File: src/rtl/uart_pkg.sv
// Shared definitions for the UART transmit sequencer: register map, SR/CR bit
// positions and the sequencer state encoding.
package uart_pkg;

  localparam logic [31:0] ADR_SR  = 32'h0;
  localparam logic [31:0] ADR_TDR = 32'h4;
  localparam logic [31:0] ADR_BRR = 32'h8;
  localparam logic [31:0] ADR_CR  = 32'hC;

  localparam int SR_TC   = 0;
  localparam int SR_RC   = 1;
  localparam int SR_PE   = 2;
  localparam int SR_BUSY = 3;

  localparam int CR_UE   = 0;
  localparam int CR_RCIE = 1;
  localparam int CR_TCIE = 2;
  localparam int CR_PEIE = 3;

  // UE and TCIE are always set when the final CR value is written.
  localparam logic [5:0] CR_FORCE = 6'((1 << CR_UE) | (1 << CR_TCIE));

  // Writing zero to TC clears it; ones leave RC/PE untouched.
  localparam logic [31:0] SR_CLR_TC = 32'hFFFF_FFFE;

  typedef enum logic [3:0] {
    ST_IDLE,
    ST_CFG_CR0,
    ST_CFG_BRR,
    ST_CFG_CR,
    ST_WAIT_DATA,
    ST_POLL_BUSY,
    ST_WR_TDR,
    ST_POLL_TC,
    ST_CLR_TC
  } seq_state_e;

  // States that own a bus transaction.
  function automatic logic is_bus_state(input seq_state_e s);
    return !(s == ST_IDLE || s == ST_WAIT_DATA);
  endfunction

endpackage

File: src/rtl/uart_tx_fifo.sv
// Synchronous byte FIFO with occupancy count. The head is a combinational read
// of the storage array, so a pushed byte becomes visible after its write edge.
module uart_tx_fifo
  import uart_pkg::*;
#(
  parameter int DEPTH = 8
) (
  input  logic                     clk_i,
  input  logic                     rst_n_i,
  input  logic                     push_i,
  input  logic [7:0]               data_i,
  input  logic                     pop_i,
  output logic [7:0]               head_o,
  output logic                     full_o,
  output logic                     empty_o,
  output logic [$clog2(DEPTH):0]   count_o
);

  localparam int AW = $clog2(DEPTH);
  localparam logic [AW:0] FULL_CNT = (AW + 1)'(DEPTH);

  logic [7:0]    mem [DEPTH];
  logic [AW-1:0] wr_ptr_q;
  logic [AW-1:0] rd_ptr_q;
  logic [AW:0]   count_q;
  logic          do_push;
  logic          do_pop;

  assign full_o  = (count_q == FULL_CNT);
  assign empty_o = (count_q == '0);
  assign count_o = count_q;
  assign head_o  = mem[rd_ptr_q];

  // A push into a full FIFO is dropped without any indication.
  assign do_push = push_i && !full_o;
  assign do_pop  = pop_i && !empty_o;

  // Storage array, written on accepted pushes only.
  always_ff @(posedge clk_i) begin
    if (do_push) begin
      mem[wr_ptr_q] <= data_i;
    end
  end

  // Pointers wrap naturally because DEPTH is a power of two.
  always_ff @(posedge clk_i or negedge rst_n_i) begin
    if (!rst_n_i) begin
      wr_ptr_q <= '0;
      rd_ptr_q <= '0;
      count_q  <= '0;
    end else begin
      if (do_push) wr_ptr_q <= wr_ptr_q + 1'b1;
      if (do_pop)  rd_ptr_q <= rd_ptr_q + 1'b1;
      case ({do_push, do_pop})
        2'b10:   count_q <= count_q + 1'b1;
        2'b01:   count_q <= count_q - 1'b1;
        default: count_q <= count_q;
      endcase
    end
  end

endmodule

File: src/rtl/uart_tx_sequencer.sv
// Bus master that configures the UART and then feeds it from a byte FIFO.
//
//   state        | meaning
//   -------------+-------------------------------------------------------
//   IDLE         | waiting for start_i
//   CFG_CR0      | write CR=0 so that BRR can latch
//   CFG_BRR      | write baud divisor
//   CFG_CR       | write CR with UE/TCIE forced; sets ready_o
//   WAIT_DATA    | transmit loop idle, waiting for a FIFO byte
//   POLL_BUSY    | read SR until BUSY is clear
//   WR_TDR       | write FIFO head to TDR, pop on ack
//   POLL_TC      | read SR until TC is set
//   CLR_TC       | write SR to clear TC only
//
// Every bus state launches its transaction on the edge after cs has been
// high for one cycle, which yields the single gap cycle between transfers.
module uart_tx_sequencer
  import uart_pkg::*;
#(
  parameter int FIFO_DEPTH = 8,
  parameter int TIMEOUT    = 255
) (
  input  logic                          clk_i,
  input  logic                          rst_n_i,
  input  logic                          start_i,
  input  logic [15:0]                   cfg_brr_i,
  input  logic [5:0]                    cfg_cr_i,
  input  logic                          wr_en_i,
  input  logic [7:0]                    wr_data_i,
  output logic                          full_o,
  output logic                          empty_o,
  output logic [$clog2(FIFO_DEPTH):0]   count_o,
  output logic                          ready_o,
  output logic                          err_o,
  output logic                          uart_cs_o,
  output logic                          uart_we_o,
  output logic [31:0]                   uart_adr_o,
  output logic [31:0]                   uart_dat_o,
  input  logic [31:0]                   uart_dat_i,
  input  logic                          uart_ack_i
);

  localparam int TW = $clog2(TIMEOUT + 1);
  // Down-counter reload: terminal count 0 is reached after TIMEOUT low cycles.
  localparam logic [TW-1:0] TMR_LOAD = TW'(TIMEOUT - 1);

  seq_state_e    state_q, state_d;
  logic          cs_q, cs_d;
  logic          we_q, we_d;
  logic [31:0]   adr_q, adr_d;
  logic [31:0]   dat_q, dat_d;
  logic [TW-1:0] tmr_q, tmr_d;
  logic          err_q, err_d;
  logic          ready_q, ready_d;
  logic          fifo_pop;
  logic [7:0]    fifo_head;
  logic          fifo_empty;
  logic          unused_dat;

  // Only BUSY and TC steer the sequencer.
  assign unused_dat = ^{uart_dat_i[31:SR_BUSY+1], uart_dat_i[SR_BUSY-1:SR_TC+1]};

  uart_tx_fifo #(
    .DEPTH (FIFO_DEPTH)
  ) u_fifo (
    .clk_i   (clk_i),
    .rst_n_i (rst_n_i),
    .push_i  (wr_en_i),
    .data_i  (wr_data_i),
    .pop_i   (fifo_pop),
    .head_o  (fifo_head),
    .full_o  (full_o),
    .empty_o (fifo_empty),
    .count_o (count_o)
  );

  assign empty_o    = fifo_empty;
  assign ready_o    = ready_q;
  assign err_o      = err_q;
  assign uart_cs_o  = cs_q;
  assign uart_we_o  = we_q;
  assign uart_adr_o = adr_q;
  assign uart_dat_o = dat_q;

  // Next-state, bus launch/complete and timeout logic.
  always_comb begin
    state_d  = state_q;
    cs_d     = cs_q;
    we_d     = we_q;
    adr_d    = adr_q;
    dat_d    = dat_q;
    tmr_d    = tmr_q;
    err_d    = err_q;
    ready_d  = ready_q;
    fifo_pop = 1'b0;

    if (!cs_q) begin
      if (uart_ack_i) begin
        cs_d = 1'b1;
        case (state_q)
          ST_CFG_CR0:   state_d = ST_CFG_BRR;
          ST_CFG_BRR:   state_d = ST_CFG_CR;
          ST_CFG_CR: begin
            state_d = ST_WAIT_DATA;
            ready_d = 1'b1;
          end
          ST_POLL_BUSY: if (!uart_dat_i[SR_BUSY]) state_d = ST_WR_TDR;
          ST_WR_TDR: begin
            state_d  = ST_POLL_TC;
            fifo_pop = 1'b1;
          end
          ST_POLL_TC:   if (uart_dat_i[SR_TC]) state_d = ST_CLR_TC;
          ST_CLR_TC:    state_d = ST_WAIT_DATA;
          default:      state_d = ST_IDLE;
        endcase
      end else if (tmr_q == '0) begin
        // Abandon the transfer; the FIFO head stays put and is retried.
        cs_d    = 1'b1;
        err_d   = 1'b1;
        state_d = ST_WAIT_DATA;
      end else begin
        tmr_d = tmr_q - 1'b1;
      end
    end else begin
      case (state_q)
        ST_IDLE, ST_WAIT_DATA: begin
          if (start_i) begin
            state_d = ST_CFG_CR0;
            err_d   = 1'b0;
            ready_d = 1'b0;
          end else if (state_q == ST_WAIT_DATA && !fifo_empty) begin
            state_d = ST_POLL_BUSY;
          end
        end
        default: state_d = state_q;
      endcase

      if (is_bus_state(state_d)) begin
        cs_d  = 1'b0;
        tmr_d = TMR_LOAD;
        case (state_d)
          ST_CFG_CR0: begin
            we_d  = 1'b1;
            adr_d = ADR_CR;
            dat_d = '0;
          end
          ST_CFG_BRR: begin
            we_d  = 1'b1;
            adr_d = ADR_BRR;
            dat_d = {16'b0, cfg_brr_i};
          end
          ST_CFG_CR: begin
            we_d  = 1'b1;
            adr_d = ADR_CR;
            dat_d = {26'b0, cfg_cr_i | CR_FORCE};
          end
          ST_WR_TDR: begin
            we_d  = 1'b1;
            adr_d = ADR_TDR;
            dat_d = {24'b0, fifo_head};
          end
          ST_CLR_TC: begin
            we_d  = 1'b1;
            adr_d = ADR_SR;
            dat_d = SR_CLR_TC;
          end
          default: begin
            we_d  = 1'b0;
            adr_d = ADR_SR;
            dat_d = '0;
          end
        endcase
      end
    end
  end

  // State and registered bus outputs; reset releases the bus immediately.
  always_ff @(posedge clk_i or negedge rst_n_i) begin
    if (!rst_n_i) begin
      state_q <= ST_IDLE;
      cs_q    <= 1'b1;
      we_q    <= 1'b0;
      adr_q   <= '0;
      dat_q   <= '0;
      tmr_q   <= '0;
      err_q   <= 1'b0;
      ready_q <= 1'b0;
    end else begin
      state_q <= state_d;
      cs_q    <= cs_d;
      we_q    <= we_d;
      adr_q   <= adr_d;
      dat_q   <= dat_d;
      tmr_q   <= tmr_d;
      err_q   <= err_d;
      ready_q <= ready_d;
    end
  end

endmodule

File: config.mk
export PLATFORM = sky130hd
export DESIGN_NAME = uart_tx_sequencer
export DESIGN_NICKNAME = d
export VERILOG_FILES = /design/src/rtl/uart_pkg.sv /design/src/rtl/uart_tx_fifo.sv /design/src/rtl/uart_tx_sequencer.sv
export SDC_FILE = /design/constraint.sdc
export NUM_CORES = 1
export LEC_CHECK = 0
export ABC_AREA = 1
export BUFFER_PORTS_ARGS = -buffer_cell sky130_fd_sc_hd__clkbuf_2
export CORE_MARGIN = 10
export CORE_UTILIZATION = 50
export DETAILED_ROUTE_END_ITERATION = 6
export PLACE_DENSITY = 0.82
export SYNTH_ARGS = -nofsm -noshare
export SYNTH_HDL_FRONTEND = slang
export SYNTH_HIERARCHICAL = 1
export SYNTH_SLANG_ARGS = --single-unit
File: constraint.sdc
create_clock -name clk_i -period 2.3 [get_ports clk_i]
set_input_delay 0.115 -clock clk_i [delete_from_list [all_inputs] [get_ports clk_i]]
set_output_delay 0.115 -clock clk_i [all_outputs]
set_load 0.05 [all_outputs]
==> impl_table.tex, run 1 <==
\begin{tabular}{lr}
\hline
Metric & Value \\
\hline
\multicolumn{2}{l}{\textbf{Worst setup path}} \\
Kind of cell adding the most delay to the critical path & buffers and inverters \\
Crit path DAT & 2420 ps \\
Slowest cell on the critical path & sky130\_fd\_sc\_hd\_\_dlygate4sd3\_1 \\
Most frequent cell on the critical path & sky130\_fd\_sc\_hd\_\_inv\_1 \\
Slack of the worst reg-to-reg path & 230 ps \\
FF-to-FF Start & state\_q[2] \\
Worst setup path class & input pin to register \\
Worst path max stage delay & 530 ps \\
Crit path required time & 2560 ps \\
Series of cell instances along the critical path & dlygate4sd3\_1, clkbuf\_2, inv\_1, nor2\_2, nand2\_1, nor2\_2, nand2\_1, inv\_1, ha\_2, inv\_1, fa\_1, xor2\_1, o21ai\_0 \\
Critical path startpoint & uart\_ack\_i \\
Maximum fanout count along the critical path & 4 \\
CP endpoint kind & register \\
Buffers and inverters on the worst path & 5 \\
Crit path launch type & input pin \\
\multicolumn{2}{l}{\textbf{Clocking}} \\
CTS H-tree lvls & 3 \\
Clock Root Buffer & sky130\_fd\_sc\_hd\_\_clkbuf\_16 \\
CTS tree & done \\
Total clock buffers created by CTS & 9 \\
Clock latency on the worst-skew pair & 350 ps \\
Maximum clock path buffer count & 2 \\
Total setup buffers inserted after CTS & 0 \\
Number of sinks handled by clock tree synthesis & 109 \\
Clock slew seen by the registers of the worst setup and hold paths & 70 ps \\
\multicolumn{2}{l}{\textbf{Hold path}} \\
Hold WC Path Type & input pin to register \\
Worst hold path startpoint & wr\_en\_i \\
\multicolumn{2}{l}{\textbf{Global routing}} \\
Number of antenna violations at the first check in global routing & 0 \\
Global-route wire length before repair & 20400 um \\
Total track usage & 15.5\% \\
GRT Residual Overflow & 0 \\
Largest net degree at the start of global routing & 67 \\
Number of global-route vias before repair & 4203 \\
\multicolumn{2}{l}{\textbf{Finish}} \\
Number of filler instances in the final layout & 998 \\
Area growth from synthesis to layout & 11.8\% \\
Leading cell type in the layout, fill and taps excluded & sky130\_fd\_sc\_hd\_\_nand2\_1 \\
Area taken by flip-flops and latches & 3050 sq um \\
Final standard cell utilization of the core & 57.0\% \\
\# diodes & 0 \\
Total area of multi-input combinational cells & 2130 sq um \\
Share of final-layout standard cells stronger than drive strength 1 & 18.8\% \\
Commonest cells after routing, fill and taps aside & sky130\_fd\_sc\_hd\_\_nand2\_1 (253), sky130\_fd\_sc\_hd\_\_nor2\_1 (88), sky130\_fd\_sc\_hd\_\_clkbuf\_2 (78) \\
Net count reported at finish & 846 \\
\multicolumn{2}{l}{\textbf{Synth}} \\
Syn avg cell area & 8.35 sq um \\
Distinct cells, synth & 32 \\
Number of warnings printed during yosys synthesis & 6 \\
Proportion of synthesized chip area in sequential cells & 52.6\% \\
Main area contributors after synthesis & sky130\_fd\_sc\_hd\_\_edfxtp\_1 (33\%), sky130\_fd\_sc\_hd\_\_dfrtp\_1 (19\%), sky130\_fd\_sc\_hd\_\_nand2\_1 (16\%) \\
Synthesized netlist cell count & 694 \\
Top cell type's share of synthesized area & 33.1\% \\
Synth area leader & sky130\_fd\_sc\_hd\_\_edfxtp\_1 \\
Flops \& latches, synth & 109 \\
Summed instance area of the synthesized netlist & 5800 sq um \\
\multicolumn{2}{l}{\textbf{STA}} \\
Tightest slew margin relative to the limit & 58.2\% \\
Post-route setup TNS & 0 ps \\
Number of failing setup endpoints in the final timing report & 0 \\
Shortest period the worst path allows & 2160 ps \\
Post-Route Skew & 6.13 ps \\
Worst Tran Pin Value & 627 ps \\
Achievable Freq & 0.463 GHz \\
Final hold vios & 0 \\
Final-report max-slew violation count & 0 \\
Hold slack final & 24.2 ps \\
Final worst-path cycle share & 93.9\% \\
\multicolumn{2}{l}{\textbf{Routing}} \\
Routed length per placed instance & 13.6 um \\
DRC Markers & 0 \\
DR pass1 iterations & 4 \\
Via count normalized by instance count & 4.72 \\
Via count & 4341 \\
Initial drt markers & 325 \\
Aggregate routed wire length & 12500 um \\
Number of routed nets with antenna violations & 0 \\
\multicolumn{2}{l}{\textbf{Placement}} \\
RePlAce Congestion & 0.890 \\
Final HPWL from detailed placement & 8980 um \\
Total of buffers placed on input and output ports & 78 \\
\multicolumn{2}{l}{\textbf{Floorplan}} \\
Initial core utilization & 51.0\% \\
Area of the core region & 11400 sq um \\
Height of the chip & 128 um \\
X dimension of the die & 128 um \\
Top-level I/O count & 141 \\
Site Rows & 39 \\
Die Area & 16300 sq um \\
\multicolumn{2}{l}{\textbf{Power}} \\
Power density of the placed cells & 1230 nW/um\^{}2 \\
Lkg Pwr & 0.00327 uW \\
Worst IR drop on VDD & 805 uV \\
\multicolumn{2}{l}{\textbf{Run status}} \\
Outcome & completed \\
\multicolumn{2}{l}{\textbf{Flow run}} \\
Max-cap check violation count & 0 \\
\hline
\end{tabular}
kinds of logic after synthesis:
| kind of cell | synth area share [%] |
|---|---|
| buffers and inverters | 12.9 |
| other | 0.0647 |
| AOI/OAI and AO/OA | 3.41 |
| adders and majority gates | 1.86 |
| xor gates and xnor gates | 0.906 |
| and+or+nand+nor | 28.2 |
| DFF | 52.6 |
flip-flops by register name, indices dropped and copies added, names as in the netlist:
register	flops
state_q	4
uart_dat_o	17
ready_o	1
tmr_q	8
uart_adr_o	2
u_fifo/rd_ptr_q	3
uart_cs_o	1
err_o	1
u_fifo/mem	64
u_fifo/count_o	4
u_fifo/wr_ptr_q	3
uart_we_o	1
worst paths after layout:
kind | to | cells after the start
max | u_fifo/count_o[2] | 13
min | u_fifo/wr_ptr_q[1] | 3
max reg2reg | u_fifo/count_o[2] | 11
min reg2reg | uart_dat_o[13] | 2
max in group asynchronous | uart_dat_o[11] | 3
min in group asynchronous | tmr_q[0] | 2
cells in the mapped netlist (all sizes together):
cell type	instances
xnor2	4
nor2	95
o21ai	24
clkinv	1
clkbuf	1
or2	3
nand3	33
xor2	2
dfrtp	44
nand4	3
buf	64
edfxtp	64
fa	1
a21oi	11
nand2	257
conb	1
inv	67
o31ai	1
ha	7
nor3	10
dfstp	1
cell type report:
| type | instances | share of cell area (%) |
|---|---|---|
| multi-input cells | 481 | 32.8 |
| well taps | 143 | 2.76 |
| clock inverters | 7 | 0.888 |
| inverters | 68 | 3.94 |
| flip-flops and latches | 109 | 47.1 |
| clock buffers | 9 | 3.47 |
| repair buffers | 102 | 9.07 |
repair_timing:
| action | CTS | global route |
|---|---|---|
| hold buffers | 2 | 0 |
| endpoints found under the setup margin | 0 | 3 |
| hold endpoints to repair | 22 | 0 |
| resized for setup | 0 | 2 |
where the power goes:
part | leakage, uW | internal, uW | switching [uW] | total (uW)
clock network | 0.000130 | 750 | 726 | 1480
registers | 0.00115 | 2540 | 287 | 2830
logic | 0.00199 | 1050 | 2630 | 3680
per-layer routing:
metal / share of wire (%) / track usage (%) / vias up
li1: - / - / 2254
met1: 41 / 18.0 / 1939
met2: 50 / 25.9 / 142
met3: 8.9 / 5.71 / 6
met4: 0.72 / 5.36 / 0
met5: 0 / 0 / -
through the flow:
| stage | total power, uW | setup WS, ps | std cells | area, sq um |
|---|---|---|---|---|
| 2_1_floorplan | 5750 | 64.9 | 723 | 5920 |
| 3_3_place_gp | 6440 | 252 | 901 | 6170 |
| 3_5_place_dp | 6540 | 212 | 901 | 6170 |
| 4_1_cts | 8030 | 91.8 | 919 | 6480 |
| 5_1_grt | 8630 | -5.05 | 919 | 6480 |
| 6_report | 7990 | 141 | 919 | 6480 |
tightest hold or removal path, cell delays in order:
cell and delay (ps):
sky130_fd_sc_hd__clkbuf_2 100, sky130_fd_sc_hd__nand3_1 80, sky130_fd_sc_hd__nand2_1 50
Power figures use the tool's default switching activity.
==> run 2, diff against run 1 <==
CORE_UTILIZATION = 48   (was 50)
PLACE_DENSITY = 0.8   (was 0.82)
TNS_END_PERCENT = 50   (was default)
==> run 2 against run 1 <==
Compared with the run above:
- hold slack improved by 7.2 ps
- count of clock-buffer cells in the layout rose by 1
- die area rose by 3.5%
- sequential cell count did not move
- highest routed layer unchanged
- combinational power barely moved
- via count rose by 3.2%
- global-route usage fell by 0.25 points
- critical endpoint is now u_fifo/count_o[3]
==> impl_table.tex, run 2 (synthesized netlist as in run 1, its figures left out) <==
\begin{tabular}{lr}
\hline
Metric & Value \\
\hline
\multicolumn{2}{l}{\textbf{Routing}} \\
DRC Markers & 0 (unchanged) \\
Routed length per placed instance & 14.1 um (+3.7\%) \\
Aggregate routed wire length & 13000 um (+4.3\%) \\
DR pass1 iterations & 5 (+1) \\
Initial drt markers & 323 (-0.62\%) \\
Via count normalized by instance count & 4.85 (+2.7\%) \\
Via count & 4481 (+3.2\%) \\
Number of routed nets with antenna violations & 0 (unchanged) \\
\multicolumn{2}{l}{\textbf{Placement}} \\
Count of placed standard cells including taps & 905 (+0.44\%) \\
Final HPWL from detailed placement & 9260 um (+3.2\%) \\
Total of buffers placed on input and output ports & 78 (unchanged) \\
RePlAce Congestion & 0.936 (+5.1\%) \\
\multicolumn{2}{l}{\textbf{Floorplan}} \\
X dimension of the die & 130 um (+1.7\%) \\
Height of the chip & 130 um (+1.7\%) \\
Die Area & 16900 sq um (+3.5\%) \\
Site Rows & 40 (+2.6\%) \\
Top-level I/O count & 141 (unchanged) \\
Initial core utilization & 48.7\% (-2.3 points) \\
Area of the core region & 11900 sq um (+4.8\%) \\
\multicolumn{2}{l}{\textbf{STA}} \\
RSZ-0062 raised after global routing & false \\
Hold slack final & 31.4 ps (+7.19 ps) \\
Final-report max-slew violation count & 0 (unchanged) \\
Achievable Freq & 0.473 GHz (+2.2\%) \\
Post-route setup TNS & 0 ps (unchanged) \\
Shortest period the worst path allows & 2110 ps (-45.5 ps) \\
Final hold vios & 0 (unchanged) \\
Post-Route Skew & 7.47 ps (+1.35 ps) \\
Number of failing setup endpoints in the final timing report & 0 (unchanged) \\
Final worst-path cycle share & 91.9\% (-2.0 points) \\
\multicolumn{2}{l}{\textbf{Finish}} \\
Number of filler instances in the final layout & 1056 (+5.8\%) \\
Total area of multi-input combinational cells & 2130 sq um (+0.12\%) \\
\# diodes & 0 (unchanged) \\
Leading cell type in the layout, fill and taps excluded & sky130\_fd\_sc\_hd\_\_nand2\_1 \\
Commonest cells after routing, fill and taps aside & sky130\_fd\_sc\_hd\_\_nand2\_1 (253), sky130\_fd\_sc\_hd\_\_nor2\_1 (89), sky130\_fd\_sc\_hd\_\_clkbuf\_2 (78) \\
Net count reported at finish & 847 (+0.12\%) \\
Area growth from synthesis to layout & 12.3\% \\
Share of final-layout standard cells stronger than drive strength 1 & 18.8\% (-0.024 points) \\
Area taken by flip-flops and latches & 3050 sq um (unchanged) \\
Non-Filler Instances & 924 (+0.54\%) \\
Most flops, register & u\_fifo/mem \\
Number of flip-flops under the largest register name & 64 (unchanged) \\
\multicolumn{2}{l}{\textbf{Worst setup path}} \\
Crit path required time & 2550 ps (about the same) \\
CP endpoint kind & register \\
Crit path launch type & register \\
Maximum fanout count along the critical path & 4 (unchanged) \\
Crit path DAT & 2360 ps (-60 ps) \\
Worst setup path class & register to register \\
\multicolumn{2}{l}{\textbf{Clocking}} \\
Number of sinks handled by clock tree synthesis & 109 (unchanged) \\
CTS tree & done \\
CTS H-tree lvls & 3 (unchanged) \\
Clock latency on the worst-skew pair & 350 ps (about the same) \\
Total clock buffers created by CTS & 9 (unchanged) \\
Clock Root Buffer & sky130\_fd\_sc\_hd\_\_clkbuf\_16 \\
Maximum clock path buffer count & 2 (unchanged) \\
Clock slew seen by the registers of the worst setup and hold paths & 70 ps (about the same) \\
\multicolumn{2}{l}{\textbf{Global routing}} \\
Global-route wire length before repair & 20000 um (-1.8\%) \\
Largest net degree at the start of global routing & 41 (-39\%) \\
GRT Residual Overflow & 0 (unchanged) \\
Number of antenna violations at the first check in global routing & 0 (unchanged) \\
Total track usage & 15.2\% (-0.25 points) \\
Number of global-route vias before repair & 4158 (-1.1\%) \\
\multicolumn{2}{l}{\textbf{Flow run}} \\
Max-cap check violation count & 0 (unchanged) \\
\multicolumn{2}{l}{\textbf{Hold path}} \\
Hold WC Path Type & input pin to register \\
\multicolumn{2}{l}{\textbf{Power}} \\
Power density of the placed cells & 1240 nW/um\^{}2 (+0.94\%) \\
Lkg Pwr & 0.00328 uW (+0.38\%) \\
Worst IR drop on VDD & 859 uV (+6.7\%) \\
\multicolumn{2}{l}{\textbf{Run status}} \\
Outcome & completed \\
\hline
\end{tabular}
-- run 2: cell types whose count changed in the layout (fill, tap and decap cells not counted), sizes merged --
cell,previous run,this run
clkbuf,87,88
bufinv,0,1
inv,70,69
buf,22,23
clkinv,2,1
-- run 2: layer usage --
| metal | up-vias | global-route usage, % | wire, um | part of all wire, % |
|---|---|---|---|---|
| li1 | 2256 | - | - | - |
| met1 | 2048 | 17.0 | 5400 | 42 |
| met2 | 157 | 27.3 | 6340 | 49 |
| met3 | 20 | 3.98 | 996 | 7.7 |
| met4 | 0 | 5.56 | 254 | 2.0 |
| met5 | - | 0 | 0 | 0 |
-- run 2: final cells by class --
class,instances,share of cell area [%]
Clock buffer,10,3.52
Clock inverter,6,1.08
Timing Repair Buffer,103,9.14
Sequential cell,109,46.8
Inverter,68,3.92
Multi-Input combinational cell,481,32.7
Tap cell,147,2.82
-- run 2: what timing repair did --
action                                  CTS  global route
gates resized for setup                   0             2
hold endpoints to repair                 16             0
setup buffers                             0             1
hold buffers                              2             0
endpoints found under the setup margin    0             2
-- run 2: worst paths after layout --
path / end / start / slack [ps] / cells after the start
max: u_fifo/count_o[3] / state_q[2] / 190 / 13
min: u_fifo/mem[2][0] / wr_data_i[0] / 30 / 1
max reg2reg: u_fifo/count_o[3] / state_q[2] / 190 / 13
min reg2reg: tmr_q[0] / tmr_q[0] / 480 / 2
max in group asynchronous: uart_dat_o[5] / rst_n_i / 1470 / 3
min in group asynchronous: uart_dat_o[8] / rst_n_i / 240 / 2
-- run 2: metrics by stage --
step	area [sq um]	utilization (%)	power, uW	setup slack, ps
3_5_place_dp	6180	51.9	6540	140
2_1_floorplan	5920	-	5750	64.9
3_3_place_gp	6180	51.9	6440	202
4_1_cts	6500	54.6	8110	103
5_1_grt	6510	54.7	8670	46.2
6_report	6510	54.7	8100	187
-- run 2: power by group --
group | switching (uW) | internal (uW) | leakage (uW)
sequential | 351 | 2540 | 0.00115
clock | 697 | 852 | 0.000136
combinational | 2610 | 1050 | 0.00200
-- run 2: critical path, stage by stage, from the launching register on --
cell	delay (ps)
sky130_fd_sc_hd__dfrtp_1	400
sky130_fd_sc_hd__inv_2	90
sky130_fd_sc_hd__nor2_4	140
sky130_fd_sc_hd__nand2_1	110
sky130_fd_sc_hd__nor2_2	150
sky130_fd_sc_hd__nand2_1	90
sky130_fd_sc_hd__inv_1	90
sky130_fd_sc_hd__ha_2	230
sky130_fd_sc_hd__ha_4	210
sky130_fd_sc_hd__or2_2	280
sky130_fd_sc_hd__nand2_1	70
sky130_fd_sc_hd__nand2_1	40
sky130_fd_sc_hd__nand3_1	60
sky130_fd_sc_hd__nand2_1	50
==> run 3, diff against run 2 <==
BUFFER_PORTS_ARGS = default   (was -buffer_cell sky130_fd_sc_hd__clkbuf_2)
DONT_BUFFER_PORTS = 1   (was default)
PLACE_DENSITY = 0.7   (was 0.8)
==> run 3 against run 2 <==
Compared with the run above:
- via count decreased by 4.2%
- critical path type unchanged
- maximum frequency up 1.3%
- total power is 2.1% lower
- highest routed layer unchanged
==> impl_table.tex, run 3 (synthesized netlist as in run 1, its figures left out) <==
\begin{tabular}{lr}
\hline
Metric & Value \\
\hline
\multicolumn{2}{l}{\textbf{Run status}} \\
Outcome & completed \\
\multicolumn{2}{l}{\textbf{Floorplan}} \\
Top-level I/O count & 141 (unchanged) \\
Site Rows & 40 (unchanged) \\
Die Area & 16900 sq um (unchanged) \\
Initial core utilization & 48.7\% (unchanged) \\
X dimension of the die & 130 um (unchanged) \\
Area of the core region & 11900 sq um (unchanged) \\
Height of the chip & 130 um (unchanged) \\
\multicolumn{2}{l}{\textbf{STA}} \\
RSZ-0062 raised after global routing & false \\
Worst Tran Pin Value & 547 ps \\
Number of failing setup endpoints in the final timing report & 0 (unchanged) \\
Final-report max-slew violation count & 0 (unchanged) \\
Achievable Freq & 0.480 GHz (+1.3\%) \\
Final worst-path cycle share & 90.7\% (-1.2 points) \\
Post-Route Skew & 5.21 ps (-2.26 ps) \\
Final hold vios & 0 (unchanged) \\
Hold slack final & 9.41 ps (-22.0 ps) \\
Post-route setup TNS & 0 ps (unchanged) \\
Shortest period the worst path allows & 2090 ps (-27.6 ps) \\
Tightest slew margin relative to the limit & 63.9\% \\
\multicolumn{2}{l}{\textbf{Clocking}} \\
Clock latency on the worst-skew pair & 350 ps (about the same) \\
CTS H-tree lvls & 3 (unchanged) \\
Clock slew seen by the registers of the worst setup and hold paths & 70 ps (about the same) \\
Total setup buffers inserted after CTS & 0 (unchanged) \\
Number of sinks handled by clock tree synthesis & 109 (unchanged) \\
Total clock buffers created by CTS & 9 (unchanged) \\
CTS tree & done \\
Maximum clock path buffer count & 2 (unchanged) \\
Clock Root Buffer & sky130\_fd\_sc\_hd\_\_clkbuf\_16 \\
\multicolumn{2}{l}{\textbf{Power}} \\
Lkg Pwr & 0.00306 uW (-6.9\%) \\
Worst IR drop on VDD & 541 uV (-37\%) \\
Power density of the placed cells & 1240 nW/um\^{}2 (about the same) \\
\multicolumn{2}{l}{\textbf{Worst setup path}} \\
Slack of the worst reg-to-reg path & 210 ps (+30 ps) \\
Crit path launch type & register \\
Crit path DAT & 2360 ps (about the same) \\
Crit path required time & 2580 ps (+30 ps) \\
Maximum fanout count along the critical path & 5 (+1) \\
Worst setup path class & register to register \\
CP endpoint kind & register \\
\multicolumn{2}{l}{\textbf{Finish}} \\
Commonest cells after routing, fill and taps aside & sky130\_fd\_sc\_hd\_\_nand2\_1 (252), sky130\_fd\_sc\_hd\_\_nor2\_1 (89), sky130\_fd\_sc\_hd\_\_edfxtp\_1 (64) \\
Leading cell type in the layout, fill and taps excluded & sky130\_fd\_sc\_hd\_\_nand2\_1 \\
Net count reported at finish & 792 (-6.5\%) \\
Area growth from synthesis to layout & 10.0\% \\
Most flops, register & u\_fifo/mem \\
Share of final-layout standard cells stronger than drive strength 1 & 10.2\% (-8.5 points) \\
Number of flip-flops under the largest register name & 64 (unchanged) \\
\multicolumn{2}{l}{\textbf{Routing}} \\
DRC Markers & 0 (unchanged) \\
Initial drt markers & 441 (+37\%) \\
DR pass1 iterations & 6 (+1) \\
Via count & 4294 (-4.2\%) \\
Aggregate routed wire length & 12900 um (-0.92\%) \\
Routed length per placed instance & 14.8 um (+5.0\%) \\
Number of routed nets with antenna violations & 0 (unchanged) \\
Via count normalized by instance count & 4.92 (+1.5\%) \\
\multicolumn{2}{l}{\textbf{Hold path}} \\
Hold WC Path Type & input pin to register \\
\multicolumn{2}{l}{\textbf{Global routing}} \\
Total track usage & 15.2\% (-0.090 points) \\
Largest net degree at the start of global routing & 67 (+63\%) \\
Number of antenna violations at the first check in global routing & 1 (+1) \\
Global-route wire length before repair & 20300 um (+1.6\%) \\
Number of global-route vias before repair & 4077 (-1.9\%) \\
GRT Residual Overflow & 0 (unchanged) \\
\multicolumn{2}{l}{\textbf{Placement}} \\
Final HPWL from detailed placement & 9050 um (-2.4\%) \\
RePlAce Congestion & 0.898 (-4.0\%) \\
Total of buffers placed on input and output ports & 0 (-100\%) \\
\multicolumn{2}{l}{\textbf{Flow run}} \\
Max-cap check violation count & 0 (unchanged) \\
\hline
\end{tabular}
[run 3: changes by cell type in the layout (fill, tap and decap cells not counted), sizes merged]
cell and change:
inv +1, diode +3, dlygate4sd3 +19, clkinvlp -2, buf +4, clkinv +2, bufinv -1, clkbuf -78
[run 3: final timing paths]
check	from	to	depth (start not counted)
setup / recovery	state_q[2]	u_fifo/count_o[2]	11
hold / removal	uart_ack_i	tmr_q[0]	3
setup reg to reg	state_q[2]	u_fifo/count_o[2]	11
hold reg to reg	tmr_q[0]	tmr_q[0]	2
max in group asynchronous	rst_n_i	uart_cs_o	2
min in group asynchronous	rst_n_i	uart_adr_o[2]	2
[run 3: worst max-delay path, cell delays in order, from the launching register on]
cell,delay [ps]
sky130_fd_sc_hd__dfrtp_2,420
sky130_fd_sc_hd__inv_2,70
sky130_fd_sc_hd__nor2_2,110
sky130_fd_sc_hd__nand2_1,100
sky130_fd_sc_hd__nor2_2,130
sky130_fd_sc_hd__nand2_2,100
sky130_fd_sc_hd__inv_1,100
sky130_fd_sc_hd__ha_2,230
sky130_fd_sc_hd__inv_1,80
sky130_fd_sc_hd__fa_1,380
sky130_fd_sc_hd__xor2_1,150
sky130_fd_sc_hd__o21ai_0,130
[run 3: area by class of cell]
| class | count | area, sq um |
|---|---|---|
| fillers | 1049 | 5530 |
| well taps | 147 | 184 |
| clock inverters | 6 | 56.3 |
| clock buffers | 10 | 229 |
| multi-input cells | 481 | 2130 |
| inverters | 68 | 255 |
| diodes | 3 | 7.51 |
| repair buffers | 48 | 465 |
| flip-flops and latches | 109 | 3050 |
[run 3: report_power, final]
group          internal (uW)  total (uW)  switching, uW  leakage (uW)
Combinational            985        3120           2140       0.00177
Sequential              2530        3300            765       0.00115
Clock                    759        1500            745      0.000137
Total                   4280        7930           3650       0.00306
[run 3: what timing repair did]
| action | CTS | global route |
|---|---|---|
| hold buffers | 22 | 0 |
| gates resized for setup | 0 | 3 |
| setup endpoints to repair | 0 | 3 |
| endpoints found under the hold margin | 121 | 0 |
[run 3: stage by stage]
| step | util (%) | instance area, sq um | total power, uW | setup slack, ps | cells |
|---|---|---|---|---|---|
| 2_1_floorplan | - | 5920 | 5750 | 64.9 | 723 |
| 3_3_place_gp | 49.0 | 5840 | 6280 | 219 | 831 |
| 3_5_place_dp | 49.0 | 5840 | 6400 | 154 | 831 |
| 4_1_cts | 53.4 | 6360 | 7970 | 87.4 | 869 |
| 5_1_grt | 53.5 | 6370 | 8510 | 42.6 | 870 |
| 6_report | 53.6 | 6380 | 7930 | 215 | 872 |
[run 3: routing by layer]
layer	share of wire (%)	track usage [%]	wire length, um
met1	43	18.6	5550
met2	47	25.2	6060
met3	8.5	4.10	1100
met4	1.3	5.36	167
met5	0	0	0
